--- config.mk ---
export PLATFORM = sky130hd
export DESIGN_NAME = cmd_line_parser
export DESIGN_NICKNAME = d
export VERILOG_FILES = /design/src/rtl/cmd_line_parser.sv
export SDC_FILE = /design/constraint.sdc
export NUM_CORES = 1
export LEC_CHECK = 0
export ABC_AREA = 1
export CELL_PAD_IN_SITES_DETAIL_PLACEMENT = 0
export CELL_PAD_IN_SITES_GLOBAL_PLACEMENT = 2
export CORE_AREA = 2 2 160 162
export DETAILED_ROUTE_END_ITERATION = 10
export DIE_AREA = 0 0 162 164
export PLACE_DENSITY = 0.95
export REMOVE_ABC_BUFFERS = 1
export SYNTH_ARGS = -nofsm -noshare
export SYNTH_HDL_FRONTEND = slang
export SYNTH_SLANG_ARGS = --single-unit
--- constraint.sdc ---
create_clock -name clk -period 9.95 [get_ports clk]
set_input_delay 1.99 -clock clk [delete_from_list [all_inputs] [get_ports clk]]
set_output_delay 1.99 -clock clk [all_outputs]
set_load 0.005 [all_outputs]
--- src/rtl/cmd_line_parser.sv ---
// Parses one ASCII command line of up to MAX_FIELDS signed/unsigned decimal fields.
// Result registered one cycle after the terminator byte; never back-pressures.
module cmd_line_parser #(
  parameter int DATA_W     = 16,
  parameter int MAX_FIELDS = 4,
  parameter int MAX_DIGITS = 5,
  parameter int SIGNED_EN  = 1
) (
  input  logic                              clk,
  input  logic                              rst,
  input  logic [7:0]                        rx_data,
  input  logic                              rx_valid,
  output logic [MAX_FIELDS*DATA_W-1:0]      field_data,
  output logic [$clog2(MAX_FIELDS+1)-1:0]   field_count,
  output logic                              line_valid,
  output logic [1:0]                        line_err
);

  localparam int CNT_W = $clog2(MAX_FIELDS+1);
  localparam int DIG_W = $clog2(MAX_DIGITS+2);
  localparam int ACC_W = DATA_W + 4;

  localparam logic [ACC_W-1:0] LIM_U = {4'b0000, {DATA_W{1'b1}}};
  localparam logic [ACC_W-1:0] LIM_P = {5'b00000, {(DATA_W-1){1'b1}}};
  localparam logic [ACC_W-1:0] LIM_N = {4'b0000, 1'b1, {(DATA_W-1){1'b0}}};

  localparam logic [1:0] E_OK  = 2'd0;
  localparam logic [1:0] E_SYN = 2'd1;
  localparam logic [1:0] E_OVF = 2'd2;
  localparam logic [1:0] E_MAX = 2'd3;

  typedef enum logic [1:0] {S_IDLE, S_SIGN, S_NUM, S_ERR} state_e;

  state_e                         state_q, state_d;
  logic [ACC_W-1:0]               acc_q, acc_d;
  logic [DIG_W-1:0]               dig_q, dig_d;
  logic                           neg_q, neg_d;
  logic [MAX_FIELDS*DATA_W-1:0]   buf_q, buf_d;
  logic [CNT_W-1:0]               cnt_q, cnt_d;
  logic [1:0]                     err_q, err_d;
  logic [MAX_FIELDS*DATA_W-1:0]   field_data_q, field_data_d;
  logic [CNT_W-1:0]               field_count_q, field_count_d;
  logic                           line_valid_q, line_valid_d;
  logic [1:0]                     line_err_q, line_err_d;

  logic             is_dig, is_sep, is_term, is_minus, minus_ok;
  logic [ACC_W-1:0] acc_nxt, lim;
  logic [DIG_W-1:0] dig_nxt;
  logic             ovf, full, commit, emit;
  logic [DATA_W-1:0] mag, val;

  assign is_dig   = (rx_data >= 8'h30) && (rx_data <= 8'h39);
  assign is_sep   = (rx_data == 8'h20) || (rx_data == 8'h2C);
  assign is_term  = (rx_data == 8'h0D) || (rx_data == 8'h0A);
  assign is_minus = (rx_data == 8'h2D);
  assign minus_ok = is_minus && (SIGNED_EN != 0);

  // acc never exceeds the limit before a multiply, so ACC_W bits cannot wrap
  assign acc_nxt = (acc_q << 3) + (acc_q << 1) + {{DATA_W{1'b0}}, rx_data[3:0]};
  assign dig_nxt = dig_q + 1'b1;

  always_comb begin
    if (SIGNED_EN == 0) lim = LIM_U;
    else if (neg_q)     lim = LIM_N;
    else                lim = LIM_P;
  end

  assign ovf    = (dig_nxt > DIG_W'(MAX_DIGITS)) || (acc_nxt > lim);
  assign full   = (cnt_q == CNT_W'(MAX_FIELDS));
  assign mag    = acc_q[DATA_W-1:0];
  assign val    = neg_q ? (~mag + 1'b1) : mag;
  assign commit = rx_valid && (state_q == S_NUM) && (is_sep || is_term);
  assign emit   = rx_valid && is_term && ((state_q != S_IDLE) || (cnt_q != '0));

  always_ff @(posedge clk) begin
    if (rst) begin
      state_q       <= S_IDLE;
      acc_q         <= '0;
      dig_q         <= '0;
      neg_q         <= 1'b0;
      buf_q         <= '0;
      cnt_q         <= '0;
      err_q         <= E_OK;
      field_data_q  <= '0;
      field_count_q <= '0;
      line_valid_q  <= 1'b0;
      line_err_q    <= E_OK;
    end else begin
      state_q       <= state_d;
      acc_q         <= acc_d;
      dig_q         <= dig_d;
      neg_q         <= neg_d;
      buf_q         <= buf_d;
      cnt_q         <= cnt_d;
      err_q         <= err_d;
      field_data_q  <= field_data_d;
      field_count_q <= field_count_d;
      line_valid_q  <= line_valid_d;
      line_err_q    <= line_err_d;
    end
  end

  always_comb begin
    state_d = state_q;
    if (rx_valid) begin
      case (state_q)
        S_IDLE: begin
          if (is_dig)                state_d = ovf ? S_ERR : S_NUM;
          else if (minus_ok)         state_d = S_SIGN;
          else if (is_sep || is_term) state_d = S_IDLE;
          else                       state_d = S_ERR;
        end
        S_SIGN: begin
          if (is_dig)       state_d = ovf ? S_ERR : S_NUM;
          else if (is_term) state_d = S_IDLE;
          else              state_d = S_ERR;
        end
        S_NUM: begin
          if (is_dig)       state_d = ovf ? S_ERR : S_NUM;
          else if (is_sep)  state_d = full ? S_ERR : S_IDLE;
          else if (is_term) state_d = S_IDLE;
          else              state_d = S_ERR;
        end
        default: begin
          if (is_term) state_d = S_IDLE;
        end
      endcase
    end
  end

  always_comb begin
    acc_d         = acc_q;
    dig_d         = dig_q;
    neg_d         = neg_q;
    buf_d         = buf_q;
    cnt_d         = cnt_q;
    err_d         = err_q;
    field_data_d  = field_data_q;
    field_count_d = field_count_q;
    line_err_d    = line_err_q;
    line_valid_d  = 1'b0;

    // err_q is always clear outside S_ERR, so the first error of a line sticks
    if (rx_valid && (state_q != S_ERR)) begin
      if (is_dig) begin
        if (ovf) begin
          err_d = E_OVF;
        end else begin
          acc_d = acc_nxt;
          dig_d = dig_nxt;
        end
      end else if (state_q == S_IDLE) begin
        if (minus_ok)                   neg_d = 1'b1;
        else if (!(is_sep || is_term))  err_d = E_SYN;
      end else if (state_q == S_SIGN) begin
        err_d = E_SYN;
      end else if (!commit) begin
        err_d = E_SYN;
      end
    end

    if (commit) begin
      if (full) begin
        err_d = E_MAX;
      end else begin
        buf_d[cnt_q*DATA_W +: DATA_W] = val;
        cnt_d = cnt_q + 1'b1;
      end
      acc_d = '0;
      dig_d = '0;
      neg_d = 1'b0;
    end

    if (emit) begin
      line_valid_d = 1'b1;
      line_err_d   = err_d;
      if (err_d == E_OK) begin
        field_data_d  = buf_d;
        field_count_d = cnt_d;
      end else begin
        field_data_d  = '0;
        field_count_d = '0;
      end
      acc_d = '0;
      dig_d = '0;
      neg_d = 1'b0;
      buf_d = '0;
      cnt_d = '0;
      err_d = E_OK;
    end
  end

  always_comb begin
    field_data  = field_data_q;
    field_count = field_count_q;
    line_valid  = line_valid_q;
    line_err    = line_err_q;
  end

endmodule

* Word level (Yosys, flattened, before mapping)
Cells that the tools add are included.
** Storage, ports and cells
- Register bits :: 164
- Input bits :: 11
- Word-level logic and storage cells :: 87
** Cells by class
- $add $sub $neg :: 6
- $lt $le $gt $ge :: 4
- Equal/unequal tests :: 9
- Shifts and indexed selects :: 2
- Mux-type cells :: 31
- Bitwise gates (word level) :: 3
- Reductions and logical operators :: 21
** Operators with widths (count)
- 64-bit 2-to-1 mux :: 3
- 64-bit bitwise mux :: 1
- 16-bit by 34-bit variable shift with 64-bit output (first input constant) :: 1
- 16-bit by 34-bit indexed part select with 64-bit output :: 1
- 2-bit 2-to-1 mux :: 19
- 7-bit negation with 34-bit output :: 1
- 16-bit 2-to-1 mux :: 2
- 8-bit by 6-bit == test with 1-bit output (second input constant) :: 3
- 20-bit adder :: 1
- 20-bit by 4-bit adder with 20-bit output :: 1
- 20-bit by 16-bit greater-than comparator with 1-bit output :: 1
- 16-bit by 1-bit adder with 16-bit output (second input constant) :: 1
- 8-bit by 4-bit == test with 1-bit output (second input constant) :: 2
- 16-bit inverter :: 1
- 3-bit 2-to-1 mux :: 3
- 8-bit by 6-bit greater-or-equal comparator with 1-bit output (second input constant) :: 1
- 8-bit by 6-bit <= comparator with 1-bit output (second input constant) :: 1
- 3-bit by 1-bit adder with 3-bit output (second input constant) :: 2
- 1-bit logical AND :: 6
- 2-bit one-hot mux with 3 select lines :: 1
- 1-bit logical OR :: 5
- 2-bit zero test :: 2
- 4-bit AND reduction :: 1
- 4-bit nonzero test :: 1
- 13 further kinds :: 15

* Longest topological paths before layout
Gate-level depths: netlist of the first run.
- Word-level depth :: 13
- Depth in mapped cells :: 28
- Depth with buffers taken out :: 26

* Least setup slack after synthesis of the first run
Ideal clock, no wire load.
- Path type :: input-to-reg
- Start :: input port rx_data[3]
- End :: register field_data_q[54] (netlist: field_data[54])
- Library setup time :: 59 ps
- Arrival time :: 5384 ps
- Data required time :: 9891 ps
- Slack :: 4507 ps
- Cell stages on the path :: 26
- Path buffers :: 2
- Cell sequence :: inv_1 fa_1 inv_1 ha_1 nand3_1 nand3_1 a21oi_1 o21ai_0 nand3_1 nand3_1 xor2_1 inv_1 ha_1 nand2_1 nor2_1 a211oi_1 nand2_1 nand2_1 nand3_1 nor2_1 nand3_1 a21oi_4 buf_6 buf_6 nand3_2 nand2_1
** Between the ends
- Elaborated cells on any way between the ends :: 30
** RTL lines
- start: declaration :: line 11 : input logic [7:0] rx_data,
- 20-bit by 4-bit adder with 20-bit output (*) :: line 59 : assign acc_nxt = (acc_q << 3) + (acc_q << 1) + {{DATA_W{1'b0}}, rx_data[3:0]};
- named net acc_nxt[15] :: line 47 : logic [ACC_W-1:0] acc_nxt, lim;
- 20-bit by 16-bit greater-than comparator with 1-bit output (*) :: line 68 : assign ovf = (dig_nxt > DIG_W'(MAX_DIGITS)) || (acc_nxt > lim);
- 1-bit logical OR (*) :: line 68
- 2-bit 2-to-1 mux (*) :: line 146 : if (ovf) begin
- 2-bit 2-to-1 mux (*) :: line 145 : if (is_dig) begin
- 2-bit 2-to-1 mux (*) :: line 144 : if (rx_valid && (state_q != S_ERR)) begin
- 2-bit 2-to-1 mux :: line 163 : if (full) begin
- 2-bit 2-to-1 mux (*) :: line 162 : if (commit) begin
- 2-bit zero test (*) :: line 177 : if (err_d == E_OK) begin
- 64-bit 2-to-1 mux (*) :: line 177
- end signal: assignment :: line 96 : field_data_q <= field_data_d;
- end: declaration :: line 41 : logic [MAX_FIELDS*DATA_W-1:0] field_data_q, field_data_d;
The timed path passes the listed nets; every way through them passes the cells marked *.
A chain may end at the register's enable or synchronous reset.

* Worst setup path in the final report of the first run
- Start :: input port rx_data[3]
- End :: register acc_q[0]
** Between the ends
- Longest elaborated chain between the ends :: 5
- Elaborated cells on any way between the ends :: 19
** RTL lines
- 20-bit by 4-bit adder with 20-bit output :: line 59
- named net acc_nxt[15] :: line 47
- 20-bit by 16-bit greater-than comparator with 1-bit output :: line 68
- 1-bit logical OR :: line 68
- 1-bit inverter (no line)
- 3-bit AND reduction (no line)
- end signal: assignment :: line 78 : acc_q <= '0;
- end signal: assignment :: line 90 : acc_q <= acc_d;
- end: declaration :: line 35 : logic [ACC_W-1:0] acc_q, acc_d;
The timed path passes the listed nets, and every way through them passes these cells.

==> results of run 1 <==
==> layout make-up <==
class	instances	area, um2	share of cell area [%]
clock inverter	14	152.6	1.494
multi-input combinational	870	4596	44.98
inverter	126	473.0	4.629
clock buffer	18	439.2	4.298
timing repair buffer	88	860.8	8.425
tap	330	412.9	4.041
sequential	164	3283	32.13
==> worst max-delay path: stages <==
cell and delay, ns:
clkdlybuf4s50_1 0.56, inv_1 0.11, fa_1 0.59, inv_1 0.06, ha_1 0.29, nand3_1 0.08, nand3_1 0.14, a21oi_1 0.11
o21ai_0 0.31, nand3_1 0.12, nand3_1 0.10, xor2_1 0.25, inv_1 0.07, ha_1 0.29, nand2_1 0.08, nor2_1 0.05
a211oi_1 0.17, nand2_1 0.08, nand2_1 0.09, nand4_1 0.12, nor2_1 0.11, nand2_1 0.53, inv_1 0.49, o21ai_0 0.13
a21oi_1 0.14
==> metrics by stage <==
step	std cells	util [%]
3_3_place_gp	1578	38.78
6_report	1610	41.17
5_1_grt	1610	41.17
3_5_place_dp	1578	38.78
2_1_floorplan	1160	-
4_1_cts	1610	41.17
==> routing by layer <==
| layer | track usage [%] | part of all wire [%] | wire, um |
|---|---|---|---|
| met1 | 23.59 | 51 | 11080 |
| met2 | 28.22 | 46 | 9896 |
| met3 | 2.475 | 2.3 | 490 |
| met4 | 4.224 | 1.1 | 244 |
| met5 | 0 | 0 | 0 |
==> state kept, by name, summed over array words and instances, names as in the netlist <==
name / cells
field_count: 3
field_data: 64
buf_q: 64
cnt_q: 3
state_q: 2
acc_q: 19
line_valid: 1
dig_q: 3
neg_q: 1
line_err: 2
err_q: 2
==> report_power, final <==
group / total, uW / internal, uW / switching (uW) / leakage [uW]
Clock: 661 / 378 / 282 / 0.000273
Combinational: 72.0 / 20.5 / 51.5 / 0.00319
Sequential: 662 / 659 / 3.41 / 0.00132
Total: 1400 / 1060 / 337 / 0.00479
==> cell usage in the layout, fill, tap and decap left out, types with 17 or more instances in the layout <==
cell / netlist / final
ha_1: 57 / 57
nand3_1: 84 / 84
mux2i_1: 25 / 25
inv_1: 119 / 119
clkbuf_16: 0 / 17
a21oi_1: 37 / 37
clkdlybuf4s50_1: 0 / 80
nor2_1: 194 / 194
dfxtp_1: 164 / 164
nand2_1: 329 / 328
xor2_1: 21 / 21
o21ai_0: 39 / 39
==> path summary, 6_finish.rpt <==
check	end	slack [ns]	depth (start not counted)
setup / recovery	acc_q[0]$_SDFFE_PP0P_	3.23	25
hold / removal	field_data[32]$_SDFFE_PP0P_	0.45	2
setup reg to reg	acc_q[0]$_SDFFE_PP0P_	4.87	24
hold reg to reg	field_data[32]$_SDFFE_PP0P_	0.45	2
==> kinds of logic after synthesis <==
logic type      Yosys count  share of synthesized area (%)
fa+ha+maj                59                          8.755
simple gates            647                          31.21
xor+xnor                 29                          2.952
buf+inv                 176                          8.450
compound gates          109                          7.432
mux                      26                          3.040
flops                   164                          38.16
==> results by group, run 1 <==
Outcome
  • Status: completed

Timing
  • Setup slack after layout: 3.232 ns
  • Fin crit share: 67.51%
  • Final hold violations: 0
  • Hold slack: 0.4494 ns
  • Slew headroom: 28.55%
  • Clock skew: between 0.01 and 0.015 ns
  • RSZ-0062 raised after global routing: no
  • Tmin final: 6.718 ns
  • Setup violations, final: 0
  • Slew Limit Fails: 0
  • Worst Max-Slew Pin Slew: 1.068 ns
  • Setup TNS: 0 ns
  • Highest clock rate: 148.9 MHz

Final layout
  • Fraction of layout cells with a size suffix above 1: 5.625%
  • Fillers: 2,653
  • Antenna Cells: 0
  • Finished layout cell area: 10,220 um2
  • Final nets: ~1,300
  • Area grow syn2layout: 18.76%

Critical path
  • Crit-path max FO: 31
  • Kind of critical path: input pin to flip-flop
  • Worst setup SP type: input pin
  • WP data required: ~10 ns
  • Critical Path AT: 7.07 ns
  • Worst R2R Start: acc_q[0]$_SDFFE_PP0P_
  • CP Capture Type: flip-flop
  • Worst Setup SP: rx_data[3]

Yosys
  • Area share of the largest cell type after synthesis: 38.16%
  • Post-synth EDFFs: 0
  • Mapped Area: 8603 um2
  • Main area contributors after synthesis: dfxtp_1 (38%), nand2_1 (14%), nor2_1 (8.5%)
  • Synth Instances: 1,210
  • Yosys warnings: 0
  • FFs w/ async S/R, synth: 0%
  • Synth Flop Type: dfxtp_1
  • Avg Inst Size Synth: 7.110 um2
  • Synth cell count leaders: nand2_1 (329), nor2_1 (194), dfxtp_1 (164)
  • Count leader, synth: nand2_1
  • Yosys top cell by area: dfxtp_1
  • Distinct cell type count after synthesis: 44
  • Synth Register Bits: 164
  • Sequential share of the synthesized area: 38.16%

Clock network
  • Clk sinks: 164
  • TritonCTS clock tree: yes
  • Cts hold-fix bufs: 0
  • Clock Pin Slew Worst Setup and Hold Paths: 0.06 ns
  • CTS buffer count: 17
  • CTS Root Cell: clkbuf_16
  • Resize count post-CTS: 0
  • Post-CTS setup buffers: 0
  • H-tree depth: 4
  • Clock buffer depth: 2
  • Clock latency on the worst-skew pair: ~0.43 ns

GRT
  • Vias in the first global route: 7,241
  • GRT Util Overall: 17.11%
  • Global-route wire length before repair: approximately 37 mm
  • Global route overflow: 0
  • Largest net degree at the start of global routing: slightly above 70
  • Initial antenna violation count: 0

Route
  • WL per Instance: 13.48 um
  • DR vias: 7,436
  • DRT Pass-1 Iters: 6
  • DR iter-0 viols: approximately 430
  • WL final: around 22 mm
  • Drc violations: 0
  • Antenna-violating nets left: 0
  • Via density: 4.619

Power and ir drop
  • P per Cell Area: 136.5 nW/um2
  • Worst IR Drop VDD: roughly 0.077 mV
  • Overall power: 1395 uW
  • LEAKAGE: roughly 0.0048 uW

Die
  • Die Wd: about 160 um
  • Die extent in y: 164 um
  • Die area: 26,570 um2
  • Initial Utilization: 34.66%
  • Site Rows: 58
  • Core area: roughly 25,000 um2
  • Ports: 81

Placement
  • Hpwl dp: 15.07 mm
  • Post-DP Area: 9625 um2
  • PortBufs: 80
  • Post-Place Setup Slack: 2.785 ns
  • GPL Wtd Cong: 0.8098

Flow run
  • Max-cap viol count: 0

Min path
  • Hold Startpoint: field_data[32]$_SDFFE_PP0P_
  • Min-delay worst type: flip-flop to flip-flop
Note: power is estimated with default switching activity, not from simulation.
==> inputs of run 2 (changes only) <==
--- a/config.mk
+++ b/config.mk
@@ -8,10 +8,10 @@
 export ABC_AREA = 1
 export CELL_PAD_IN_SITES_DETAIL_PLACEMENT = 0
 export CELL_PAD_IN_SITES_GLOBAL_PLACEMENT = 2
-export CORE_AREA = 2 2 160 162
+export CORE_AREA = 2 2 173 175
 export DETAILED_ROUTE_END_ITERATION = 10
-export DIE_AREA = 0 0 162 164
-export PLACE_DENSITY = 0.95
+export DIE_AREA = 0 0 175 177
+export PLACE_DENSITY = 0.87
 export REMOVE_ABC_BUFFERS = 1
 export SYNTH_ARGS = -nofsm -noshare
 export SYNTH_HDL_FRONTEND = slang
==> constraint.sdc (replaced) <==
create_clock -name clk -period 5.7 [get_ports clk]
set_input_delay 1.14 -clock clk [delete_from_list [all_inputs] [get_ports clk]]
set_output_delay 1.14 -clock clk [all_outputs]
set_load 0.005 [all_outputs]
==> run 2 against run 1 <==
  * Routed wire length rose by 5.2%
  * Register-to-register slack got worse by 3.6 ns
  * Die area rose by 17%
  * Global-route usage fell by 1.7 points
  * Via count rose by 1.1%
  * Combinational power rose by 86%
  * First-iteration DRC count rose by 9.0%
  * Clock power rose by 74%
  * Non-clock buffer count rose by 9
  * Cell count rose by 4.3%
  * Hold slack improved by 0.0029 ns
  * Critical endpoint is now field_data[45]$_SDFFE_PP0P_
  * Largest power group unchanged
  * Highest routed layer unchanged
==> results by group, run 2 (synthesized netlist as in run 1, its figures left out) <==
Outcome
  • Status: completed

Die
  • Die Wd: 175 um
  • Ports: 81
  • Die area: 30,980 um2
  • Die extent in y: 177 um
  • Core area: between 20,000 and 30,000 um2
  • Initial Utilization: 29.42%
  • Site Rows: 63

Timing
  • RSZ-0062 raised after global routing: no
  • Fin crit share: approximately nine tenths
  • Setup violations, final: 0
  • Slew headroom: 28.69%
  • Tmin final: 5.153 ns
  • Slew Limit Fails: 0
  • Hold slack: approximately 0.45 ns
  • Highest clock rate: ~190 MHz
  • Final hold violations: 0
  • Worst Max-Slew Pin Slew: 1.066 ns
  • Clock skew: ~0.018 ns
  • Setup TNS: 0 ns

Clock network
  • Clock buffer depth: 2
  • Cts hold-fix bufs: 0
  • Post-CTS setup buffers: 0
  • Clock latency on the worst-skew pair: 0.43 ns
  • H-tree depth: 4
  • CTS buffer count: 17
  • Clock Pin Slew Worst Setup and Hold Paths: 0.08 ns
  • Resize count post-CTS: 0
  • Clk sinks: 164
  • TritonCTS clock tree: yes
  • CTS Root Cell: clkbuf_16

Placement
  • GPL Wtd Cong: about 0.83
  • Hpwl dp: 16.34 mm
  • DP Cell Count: 1,647
  • PortBufs: 80

Critical path
  • Slowest stage delay, CP: 0.61 ns
  • CP Capture Type: flip-flop
  • Buffers and inverters on the worst path: 5
  • Worst setup SP type: input pin
  • Slowest cell on crit path: fa_1
  • Kind of critical path: input pin to flip-flop
  • WP data required: 6.07 ns
  • Crit-path max FO: 42
  • Crit path top cell by count: nand3_1
  • Critical Path AT: 5.52 ns
  • CP top delay family: adder cells

Power and ir drop
  • Seq pwr share: a little under half
  • Pint: 1792 uW
  • P per Cell Area: 234.1 nW/um2
  • Clock power share: 47.1%
  • Logic pwr share: 5.5%
  • Worst IR Drop VDD: 0.1815 mV
  • Switching power total: 647.6 uW
  • Sw frac: 26.55%
  • LEAKAGE: 0.004872 uW

Route
  • Via density: approximately 4.5
  • Antenna-violating nets left: 0
  • DR iter-0 viols: between 400 and 500
  • WL per Instance: 13.60 um
  • DR vias: 7,515
  • WL final: roughly 23 mm
  • Drc violations: 0
  • DRT Pass-1 Iters: 5

GRT
  • Initial antenna violation count: 0
  • Global-route wire length before repair: 38.54 mm
  • Global route overflow: 0
  • Vias in the first global route: 7,455
  • GRT Util Overall: 15.43%
  • Largest net degree at the start of global routing: 53

Final layout
  • Most frequent cells in the layout: nand2_1 (328), nor2_1 (194), dfxtp_1 (164), inv_1 (119), nand3_1 (84)
  • Fin cells: approximately 1,700
  • Area grow syn2layout: 21.09%
  • Fraction of layout cells with a size suffix above 1: 6.284%
  • Final nets: approximately 1,300
  • Commonest non-fill, non-tap cell in the layout: nand2_1
  • Antenna Cells: 0

Flow run
  • Max-cap viol count: 0

Min path
  • Min-delay worst type: flip-flop to flip-flop
==> run 2: path summary, 6_finish.rpt <==
check / startpoint / end / slack [ns] / cells after the start
max: rx_data[3] / field_data[45]$_SDFFE_PP0P_ / 0.55 / 26
min: field_data[33]$_SDFFE_PP0P_ / field_data[33]$_SDFFE_PP0P_ / 0.45 / 2
max reg2reg: acc_q[0]$_SDFFE_PP0P_ / field_data[45]$_SDFFE_PP0P_ / 1.25 / 25
min reg2reg: field_data[33]$_SDFFE_PP0P_ / field_data[33]$_SDFFE_PP0P_ / 0.45 / 2
==> run 2: final cells by class <==
cell class	instances	area, um2
timing repair buffer	97	978.4
clock inverter	14	160.2
multi-input combinational	870	4596
inverter	126	473.0
tap	390	488.0
clock buffer	18	439.2
sequential	164	3283
fill	3163	18830
==> run 2: metrics by stage <==
stage	instance area [um2]	setup slack (ns)	utilization [%]	power, uW
global placement	9818	0.1671	33.57	1317
detailed placement	9818	0.08153	33.57	1317
global route	10420	0.05025	35.62	2542
CTS	10420	0.5036	35.62	2473
finish	10420	0.5471	35.62	2439
floorplan	8349	0.4408	-	1262
==> run 2: power by group through the flow <==
stage	Clock, uW	Sequential [uW]	Combinational [uW]
floorplan	0	1180	81.7
global placement	0	1180	135
detailed placement	0	1180	135
CTS	1180	1160	136
global route	1230	1160	151
finish	1150	1160	134
==> run 2: worst reg2reg max path: cells and delay by family, from the launching register on <==
kind                     cells  cell delay (ns)
flip-flops                   1             0.41
adder cells (fa/ha/maj)      3             1.19
XOR/XNOR                     1             0.23
AO/OA/AOI/OAI                4             0.82
buffers and inverters        4             0.57
AND/OR/NAND/NOR             13             1.17
==> run 2: per-layer routing <==
layer | vias up | GRT usage [%] | wire length (um)
li1 | 3972 | - | -
met1 | 3418 | 21.80 | 12120
met2 | 113 | 24.70 | 9832
met3 | 12 | 2.942 | 680
met4 | 0 | 2.674 | 208
met5 | - | 0 | 0
